## config.mk

```make
export PLATFORM = sky130hd
export DESIGN_NAME = wb_master_arbiter
export DESIGN_NICKNAME = d
export VERILOG_FILES = /design/src/rtl/wb_master_arbiter.sv
export SDC_FILE = /design/constraint.sdc
export NUM_CORES = 1
export LEC_CHECK = 0
export CAP_MARGIN = 5
export CORE_AREA = 2 2 165 167
export DETAILED_ROUTE_END_ITERATION = 7
export DIE_AREA = 0 0 167 169
export PLACE_DENSITY_LB_ADDON = 0.15
export SLEW_MARGIN = 0
export SYNTH_ARGS = -nofsm -noshare
export SYNTH_HDL_FRONTEND = slang
export SYNTH_SLANG_ARGS = --single-unit
```

## constraint.sdc

```tcl
create_clock -name wb_clk -period 4.93 [get_ports wb_clk]
set_input_delay 0.493 -clock wb_clk [delete_from_list [all_inputs] [get_ports wb_clk]]
set_output_delay 0.493 -clock wb_clk [all_outputs]
set_load 0.005 [all_outputs]
```

## src/rtl/wb_master_arbiter.sv

```systemverilog
// wb_master_arbiter: round-robin arbiter that multiplexes NUM_REQ requesters
// onto one Wishbone bus master through a start/active handshake.
//
// Ports
//   wb_clk, wb_rst_n      : clock, synchronous active-low reset
//   req                   : per-requester transfer request (level)
//   req_address           : packed addresses, requester i at [i*aw +: aw]
//   req_selection         : packed byte selects, requester i at [i*4 +: 4]
//   req_write             : per-requester write flag
//   req_data_wr           : packed write data, requester i at [i*dw +: dw]
//   grant                 : one-hot owner of the bus master
//   done                  : one-cycle completion pulse to the owner
//   timeout               : one-cycle timeout pulse to the owner
//   req_data_rd           : read data of the last completed read
//   busy                  : high whenever a transfer is in flight
//   start                 : one-cycle launch pulse to the bus master
//   address / selection / write / data_wr : latched transfer fields
//   active                : bus master busy flag
//   data_rd               : bus master read data

module wb_master_arbiter #(
    parameter int NUM_REQ = 4,
    parameter int aw      = 32,
    parameter int dw      = 32,
    parameter int TIMEOUT = 255
) (
    input  logic                   wb_clk,
    input  logic                   wb_rst_n,

    input  logic [NUM_REQ-1:0]     req,
    input  logic [NUM_REQ*aw-1:0]  req_address,
    input  logic [NUM_REQ*4-1:0]   req_selection,
    input  logic [NUM_REQ-1:0]     req_write,
    input  logic [NUM_REQ*dw-1:0]  req_data_wr,

    output logic [NUM_REQ-1:0]     grant,
    output logic [NUM_REQ-1:0]     done,
    output logic [NUM_REQ-1:0]     timeout,
    output logic [dw-1:0]          req_data_rd,
    output logic                   busy,

    output logic                   start,
    output logic [aw-1:0]          address,
    output logic [3:0]             selection,
    output logic                   write,
    output logic [dw-1:0]          data_wr,
    input  logic                   active,
    input  logic [dw-1:0]          data_rd
);

    localparam int IW = (NUM_REQ > 1) ? $clog2(NUM_REQ) : 1;
    localparam int CW = (TIMEOUT < 2) ? 1 : $clog2(TIMEOUT + 1);

    localparam logic [IW-1:0]      LAST_RST = IW'(NUM_REQ - 1);
    localparam logic [CW-1:0]      CNT_MAX  = CW'(TIMEOUT);
    localparam logic [NUM_REQ-1:0] ONE      = NUM_REQ'(1);

    typedef enum logic [2:0] {
        IDLE,
        ISSUE,
        WAIT_ACTIVE,
        WAIT_DONE,
        COMPLETE
    } state_e;

    state_e               state_q, state_d;
    logic [NUM_REQ-1:0]   grant_q, grant_d;
    logic [IW-1:0]        win_q,   win_d;
    logic [IW-1:0]        last_q,  last_d;
    logic [CW-1:0]        cnt_q,   cnt_d;
    logic [aw-1:0]        addr_q,  addr_d;
    logic [3:0]           sel_q,   sel_d;
    logic                 we_q,    we_d;
    logic [dw-1:0]        wdat_q,  wdat_d;
    logic [dw-1:0]        rdat_q,  rdat_d;

    // Unpacked views of the per-requester fields
    logic [aw-1:0] addr_arr [NUM_REQ];
    logic [3:0]    sel_arr  [NUM_REQ];
    logic [dw-1:0] wdat_arr [NUM_REQ];

    for (genvar g = 0; g < NUM_REQ; g++) begin : g_unpack
        assign addr_arr[g] = req_address[g*aw +: aw];
        assign sel_arr[g]  = req_selection[g*4 +: 4];
        assign wdat_arr[g] = req_data_wr[g*dw +: dw];
    end

    // Round-robin pick: scan last+1, last+2, ... wrapping at NUM_REQ.
    // The first hit in scan order wins, so the previous owner is last.
    logic               pick_valid;
    logic [IW-1:0]      pick_idx;
    logic [NUM_REQ-1:0] req_rot;
    int                 cand;

    always_comb begin
        pick_valid = 1'b0;
        pick_idx   = '0;
        req_rot    = '0;
        cand       = 0;
        for (int k = 1; k <= NUM_REQ; k++) begin
            cand = int'(last_q) + k;
            if (cand >= NUM_REQ) begin
                cand = cand - NUM_REQ;
            end
            req_rot = req >> cand;
            if (!pick_valid && req_rot[0]) begin
                pick_valid = 1'b1;
                pick_idx   = IW'(cand);
            end
        end
    end

    logic cnt_hit;
    assign cnt_hit = (cnt_q == CNT_MAX);

    always_comb begin
        state_d = state_q;
        grant_d = grant_q;
        win_d   = win_q;
        last_d  = last_q;
        cnt_d   = cnt_q;
        addr_d  = addr_q;
        sel_d   = sel_q;
        we_d    = we_q;
        wdat_d  = wdat_q;
        rdat_d  = rdat_q;
        start   = 1'b0;
        done    = '0;
        timeout = '0;

        unique case (state_q)
            IDLE: begin
                if (pick_valid && !active) begin
                    grant_d = ONE << pick_idx;
                    win_d   = pick_idx;
                    addr_d  = addr_arr[pick_idx];
                    sel_d   = sel_arr[pick_idx];
                    we_d    = req_write[pick_idx];
                    wdat_d  = wdat_arr[pick_idx];
                    cnt_d   = '0;
                    state_d = ISSUE;
                end
            end

            ISSUE: begin
                start   = 1'b1;
                cnt_d   = '0;
                state_d = WAIT_ACTIVE;
            end

            WAIT_ACTIVE: begin
                if (cnt_hit) begin
                    timeout = grant_q;
                    grant_d = '0;
                    last_d  = win_q;
                    state_d = IDLE;
                end else begin
                    cnt_d = cnt_q + CW'(1);
                    if (active) begin
                        state_d = WAIT_DONE;
                    end
                end
            end

            WAIT_DONE: begin
                // A timeout wins over a same-cycle completion so that the
                // counter bound is strict.
                if (cnt_hit) begin
                    timeout = grant_q;
                    grant_d = '0;
                    last_d  = win_q;
                    state_d = IDLE;
                end else begin
                    cnt_d = cnt_q + CW'(1);
                    if (!active) begin
                        if (!we_q) begin
                            rdat_d = data_rd;
                        end
                        state_d = COMPLETE;
                    end
                end
            end

            COMPLETE: begin
                done    = grant_q;
                grant_d = '0;
                last_d  = win_q;
                state_d = IDLE;
            end

            default: begin
                grant_d = '0;
                state_d = IDLE;
            end
        endcase
    end

    always_ff @(posedge wb_clk) begin
        if (!wb_rst_n) begin
            state_q <= IDLE;
            grant_q <= '0;
            win_q   <= '0;
            last_q  <= LAST_RST;
            cnt_q   <= '0;
            addr_q  <= '0;
            sel_q   <= '0;
            we_q    <= 1'b0;
            wdat_q  <= '0;
            rdat_q  <= '0;
        end else begin
            state_q <= state_d;
            grant_q <= grant_d;
            win_q   <= win_d;
            last_q  <= last_d;
            cnt_q   <= cnt_d;
            addr_q  <= addr_d;
            sel_q   <= sel_d;
            we_q    <= we_d;
            wdat_q  <= wdat_d;
            rdat_q  <= rdat_d;
        end
    end

    assign grant       = grant_q;
    assign busy        = (state_q != IDLE);
    assign address     = addr_q;
    assign selection   = sel_q;
    assign write       = we_q;
    assign data_wr     = wdat_q;
    assign req_data_rd = rdat_q;

endmodule

```

Word-level counts from Yosys, hierarchy flattened
Cells that the tools add are included.
{"block": "word_totals", "reg_bits": 120, "inputBits": 315, "out_inout_bits": 115, "wordCells": 105}
{"block": "classes", "add_sub_neg": 9, "n_lt_le_gt_ge": 6, "eq_ne": 10, "n_shift": 5, "muxes": 41, "bitwise_logic": 5, "reduce_logical": 19}
{"cell": "two-way mux 32 bit", "count": 8}
{"cell": "binary-select mux 32 bit (select 2 bit)", "count": 2}
{"cell": ">> shifter 4 x 32 -> 1 bit", "count": 4}
{"cell": "two-way mux 4 bit", "count": 7}
{"cell": "one-hot mux 8 bit (3 select lines)", "count": 1}
{"cell": "two-way mux 8 bit", "count": 2}
{"cell": "two-way mux 3 bit", "count": 5}
{"cell": ">= comparator 3 bit (second input constant)", "count": 4}
{"cell": "one-hot mux 3 bit (4 select lines)", "count": 1}
{"cell": "one-hot mux 4 bit (3 select lines)", "count": 1}
{"cell": "subtractor 3 x 3 -> 4 bit (second input constant)", "count": 3}
{"cell": "two-way mux 2 bit", "count": 5}
{"cell": "AND reduction 3 bit", "count": 3}
{"cell": "adder 8 x 1 -> 8 bit (second input constant)", "count": 1}
{"cell": "binary-select mux 4 bit (select 2 bit)", "count": 1}
{"cell": "== test 8 bit (second input constant)", "count": 1}
{"cell": "adder 2 x 2 -> 3 bit (second input constant)", "count": 2}
{"cell": "== test 3 x 2 -> 1 bit (second input constant)", "count": 2}
{"cell": "two-way mux 1 bit", "count": 6}
{"cell": "!= test 3 bit (second input constant)", "count": 2}
{"cell": "nonzero test 3 bit", "count": 2}
{"cell": "subtractor 4 x 3 -> 5 bit (second input constant)", "count": 1}
{"cell": "adder 2 x 3 -> 4 bit (second input constant)", "count": 1}
{"cell": ">= comparator 4 x 3 -> 1 bit (second input constant)", "count": 1}
{"cell": "18 further kinds", "count": 29}

Longest topological paths before layout
{"block": "depth", "depth_word": 18, "mapped_depth": 15, "ltp_nobuf": 9}

Worst setup path after synthesis
Ideal clock, no wire load.
{"block": "synth_timing", "path_kind": "register to register", "start": "reg last_q[0]", "end": "reg addr_q[10] (netlist: address[10])", "setup_ns": 0.128, "t_arrival_ns": 3.077, "t_required_ns": 4.802, "slack_ns": 1.725, "stages_incl_launch_ff": 16, "synth_period_minus_slack_ns": 3.205, "path_cell_list": "dfxtp_1 > buf_6 > clkinv_1 > clkbuf_1 > clkbuf_1 > ha_1 > mux4_2 > a21oi_1 > and3_1 > or3_4 > and2_1 > buf_6 > buf_6 > buf_6 > nand2_1 > o21ai_1"}
{"block": "synth_between", "elab_chain_cells": 18}
{"item": "start: declaration", "line_no": "69", "rtl": "logic [IW-1:0] last_q, last_d;"}
{"item": "start signal: assignment", "line_no": "214", "rtl": "last_q <= last_d;"}
{"item": "adder 2 x 1 -> 3 bit", "line_no": "101", "rtl": "cand = int'(last_q) + k;"}
{"item": "subtractor 3 x 3 -> 4 bit / >= comparator 3 bit (equally long branches)", "line_no": "103, 102"}
{"item": "two-way mux 32 bit", "line_no": "102", "rtl": "if (cand >= NUM_REQ) begin"}
{"item": ">> shifter 4 x 32 -> 1 bit", "line_no": "105", "rtl": "req_rot = req >> cand;"}
{"item": "two-way mux 1 bit", "line_no": "106", "rtl": "if (!pick_valid && req_rot[0]) begin"}
{"item": "logical NOT 1 bit", "line_no": "106"}
{"item": "logical AND 1 bit", "line_no": "106"}
{"item": "two-way mux 1 bit", "line_no": "106"}
{"item": "logical NOT 1 bit", "line_no": "106"}
{"item": "logical AND 1 bit", "line_no": "106"}
{"item": "two-way mux 1 bit", "line_no": "106"}
{"item": "logical NOT 1 bit", "line_no": "106"}
{"item": "logical AND 1 bit", "line_no": "106"}
{"item": "two-way mux 2 bit", "line_no": "106"}
{"item": "NOT 2 -> 3 bit (implied by the code)", "line_no": "136", "rtl": "addr_d = addr_arr[pick_idx];"}
{"item": "binary-select mux 32 bit (select 2 bit)", "line_no": "136"}
{"item": "two-way mux 32 bit (implied by the code) (2 in series)", "line_no": "136"}
{"item": "end signal: assignment", "line_no": "216", "rtl": "addr_q <= addr_d;"}
{"item": "end: declaration", "line_no": "71", "rtl": "logic [aw-1:0] addr_q, addr_d;"}
Several ways; a longest one is shown, not always the timed one. The select of a mux whose other input is x is not followed.
A chain may end at the register's enable or synchronous reset.

Worst setup path after layout
{"block": "layout_timing", "start": "reg last_q[0]", "end": "reg wdat_q[7] (netlist: data_wr[7])"}
{"block": "layout_between", "elab_chain_cells": 18}
{"item": "adder 2 x 1 -> 3 bit", "line_no": "101"}
{"item": "subtractor 3 x 3 -> 4 bit / >= comparator 3 bit (equally long branches)", "line_no": "103, 102"}
{"item": "two-way mux 32 bit", "line_no": "102"}
{"item": ">> shifter 4 x 32 -> 1 bit", "line_no": "105"}
{"item": "two-way mux 1 bit", "line_no": "106"}
{"item": "logical NOT 1 bit", "line_no": "106"}
{"item": "logical AND 1 bit", "line_no": "106"}
{"item": "two-way mux 1 bit", "line_no": "106"}
{"item": "logical NOT 1 bit", "line_no": "106"}
{"item": "logical AND 1 bit", "line_no": "106"}
{"item": "two-way mux 1 bit", "line_no": "106"}
{"item": "logical NOT 1 bit", "line_no": "106"}
{"item": "logical AND 1 bit", "line_no": "106"}
{"item": "two-way mux 2 bit", "line_no": "106"}
{"item": "NOT 2 -> 3 bit (implied by the code)", "line_no": "139", "rtl": "wdat_d = wdat_arr[pick_idx];"}
{"item": "binary-select mux 32 bit (select 2 bit)", "line_no": "139"}
{"item": "two-way mux 32 bit (implied by the code) (2 in series)", "line_no": "139"}
{"item": "end signal: assignment", "line_no": "219", "rtl": "wdat_q <= wdat_d;"}
{"item": "end: declaration", "line_no": "74", "rtl": "logic [dw-1:0] wdat_q, wdat_d;"}
Several ways; a longest one is shown, not always the timed one. The select of a mux whose other input is x is not followed.

==> results.json <==
{
  "run_status": "completed",
  "highest_layer": "met5",
  "internal_power_mw": 2.30,
  "grt_remaining_overflow": 0,
  "power_mw": 3.37,
  "cts_buffers": 17,
  "clockRootBuffer": "clkbuf_16",
  "fin_crit_sh_pct": 73.9,
  "avgViaCountPerCell": 5.31,
  "stdcell_count": 1786,
  "place_ws_ns": 1.24,
  "grt_max_degree": 103,
  "slew_headroom_pct": 23.5,
  "p_comb_share_pct": 31.5,
  "holdPathStages": 2,
  "rr_worst_depth": 10,
  "clk_latency_ns": 0.43,
  "fin_nets": 1750,
  "avgRoutedWirePerCell_um": 18.4,
  "reg2reg_from": "last_q[0]",
  "start_util_pct": 32.1,
  "ant_nets": 0,
  "synthToLayoutAreaGrowth_pct": 58.9,
  "fin_util_pct": 51.0,
  "drive_gt1_share_pct": 4.30,
  "num_io_pins": 430,
  "met3_wirelength_um": 2690,
  "seq_area_frac_synth_pct": 28.2,
  "fin_skew_ns": 0.0120,
  "synthArstFlopShare_pct": 0,
  "fp.dieArea_um2": 28200,
  "drc_errors": 0,
  "worst_slack_ns": 1.29,
  "slew_violations": 0,
  "place_hpwl_um": 23400,
  "finalSetupTns_ns": 0,
  "dr_total_vias": 9491,
  "cap_violations": 0,
  "synth_cell_types": 51,
  "stdcell_area_um2": 13500,
  "cp-start-kind": "flip-flop",
  "end_kind": "flip-flop",
  "fill_cells": 2546,
  "rows": 60,
  "leakage_nw": 5.51,
  "rsz0062_at_grt": "false",
  "worstPathMaxFanout": 47,
  "p_seq_share_pct": 32.1,
  "grt.total_usage_pct": 22.0,
  "hold_buffers": 0,
  "die_width_um": 167,
  "hp-class": "flip-flop to flip-flop",
  "cp_cell_sequence": "inv_4 > ha_1 > or2_2 > o22ai_2 > a2111o_1 > a22oi_1 > nor2_4 > buf_12 > mux2i_1 > o21ai_1",
  "period_needed_ns": 3.64,
  "hold_start": "data_wr[5]",
  "r2r-end": "data_wr[7]",
  "peakVddDrop_v": 0.000229,
  "power_density_nw_per_um2": 249,
  "synth-seq-cells": 120,
  "holdPathEnd": "data_wr[5]",
  "io_buffers": 429,
  "cts_sinks": 120,
  "placed_cells": 1751,
  "hold_slack_ns": 0.444,
  "regToRegSetupSlack_ns": 1.29,
  "synth_warnings": 0,
  "swShare_pct": 31.6,
  "pwr-share-clk_pct": 36.4,
  "clockBufferDepth": 2,
  "place_congestion": 0.862,
  "htree_levels": 4,
  "met1_length_um": 12900,
  "cts_resized": 0,
  "dr.pass1.iters": 4,
  "synth_area_um2": 8510,
  "cts_tree": "built",
  "cp.required_ns": 5.25,
  "setup_viol": 0,
  "worst_ep_arrival_time_ns": 3.96,
  "max_freq_ghz": 0.274,
  "power_switching_mw": 1.06,
  "post_cts_buffers": 0,
  "syn_inst": 1065,
  "grt_pass1_vias": 8963,
  "placed_area_um2": 12900,
  "critical_path.slowest_cell": "nor2_4",
  "final-hold-violation-count": 0,
  "critPathKind": "flip-flop to flip-flop",
  "antenna_found_initial": 4,
  "synth_edf_count": 0,
  "path_clk_slew_ns": 0.07,
  "die_h_um": 169,
  "synth_fp_nets": 1386,
  "route.met2.wl_um": 16500,
  "ys.flop_type": "dfxtp_1",
  "worst_pin_slew_ns": 1.15,
  "max_stage_delay_ns": 0.84,
  "drt_wl_total_um": 32900,
  "syn_avg_cell_area_um2": 7.99,
  "drtIter0Drc": 483,
  "coreArea_um2": 26500,
  "path_buf_inv": 2,
  "grt_pass1_wl_um": 49300,
  "path_delay_family": "simple AND/OR/NAND/NOR gates"
}
==> power by group through the flow <==
stage | logic (mW) | clock network [mW] | registers, mW
after floorplan | 0.522 | 0 | 1.10
after CTS | 1.07 | 1.26 | 1.08
after global routing | 1.15 | 1.30 | 1.09
after detailed placement | 1.06 | 0 | 1.10
after global placement | 1.06 | 0 | 1.10
final | 1.06 | 1.23 | 1.08
==> worst min-delay path, stage by stage (launching register included) <==
cell and delay [ns]:
dfxtp_1 0.31, nand2_1 0.05, o21ai_1 0.05
==> placed cells by master (no fill, tap or decap), drive strengths merged, types with 5 or more instances in the layout <==
cell type      Yosys  routed
o22ai            139     139
clkbuf            53      17
nor3               8       8
and2              10      10
o21ai             76      76
ha                 6       6
a21oi            143     143
buf               44      13
nand2            153     153
dfxtp            120     120
inv                2      14
clkdlybuf4s50      0     429
a21boi            35      35
and3               5       5
mux2i            210     210
nor2              12      12
or3                5       5
nand3              5       5
==> state kept, by name, summed over array words and instances (netlist names) <==
name / flops
win_q: 2
cnt_q: 8
last_q: 2
address: 32
data_wr: 32
req_data_rd: 32
selection: 4
write: 1
grant: 4
state_q: 3
==> metal layers <==
layer | global-route usage, % | vias to the layer above
li1 | - | 4732
met1 | 24.7 | 4387
met2 | 38.7 | 323
met3 | 7.06 | 47
met4 | 8.36 | 2
met5 | 0 | -
==> final cells by class <==
type / count / area, µm² / share of cell area (%)
Antenna cell: 3 / 7.51 / 0.0556
Clock buffer: 17 / 425 / 3.15
Clock inverter: 15 / 144 / 1.06
Inverter: 3 / 13.8 / 0.102
Multi-Input combinational cell: 845 / 5630 / 41.6
Sequential cell: 120 / 2400 / 17.8
Tap cell: 341 / 427 / 3.16
Timing Repair Buffer: 442 / 4470 / 33.1
==> worst max path at each step <==
stage              start           to  slack (ns)  cells after the start
2_1_floorplan  last_q[0]  address[10]        1.72                     15
3_3_place_gp   last_q[0]  address[19]        1.36                     10
3_5_place_dp   last_q[0]   address[1]        1.24                     10
4_1_cts        last_q[0]   address[1]        1.25                     10
5_1_grt        last_q[0]  address[29]        1.01                     10
6_report       last_q[0]   data_wr[7]        1.29                     10
==> cells in the mapped netlist (all sizes together) (3+ instances only) <==
cell type | number | share of area (%)
or3 | 5 | 0.43
a21boi | 35 | 3.1
clkbuf | 53 | 2.7
and2 | 10 | 0.74
nor3 | 8 | 0.47
ha | 6 | 0.88
o31ai | 4 | 0.57
mux4 | 3 | 0.79
o211ai | 3 | 0.26
dfxtp | 120 | 28
o21ai | 76 | 4.5
xnor2 | 3 | 0.31
and3 | 5 | 0.37
a21oi | 143 | 8.4
buf | 44 | 3.1
o22ai | 139 | 10
nor2 | 12 | 0.53
nand2 | 153 | 6.8
nand3 | 5 | 0.29
mux2i | 210 | 25
nand2b | 3 | 0.22
==> cell families after synthesis <==
kind of cell / after synthesis / share of synthesized area, %
AOI/OAI and AO/OA: 413 / 28.5
xor gates and xnor gates: 3 / 0.309
adders and majority gates: 6 / 0.883
buffers and inverters: 100 / 5.94
DFF: 120 / 28.2
muxes: 214 / 25.6
and+or+nand+nor: 209 / 10.5
(Power assumes the default switching activity.)
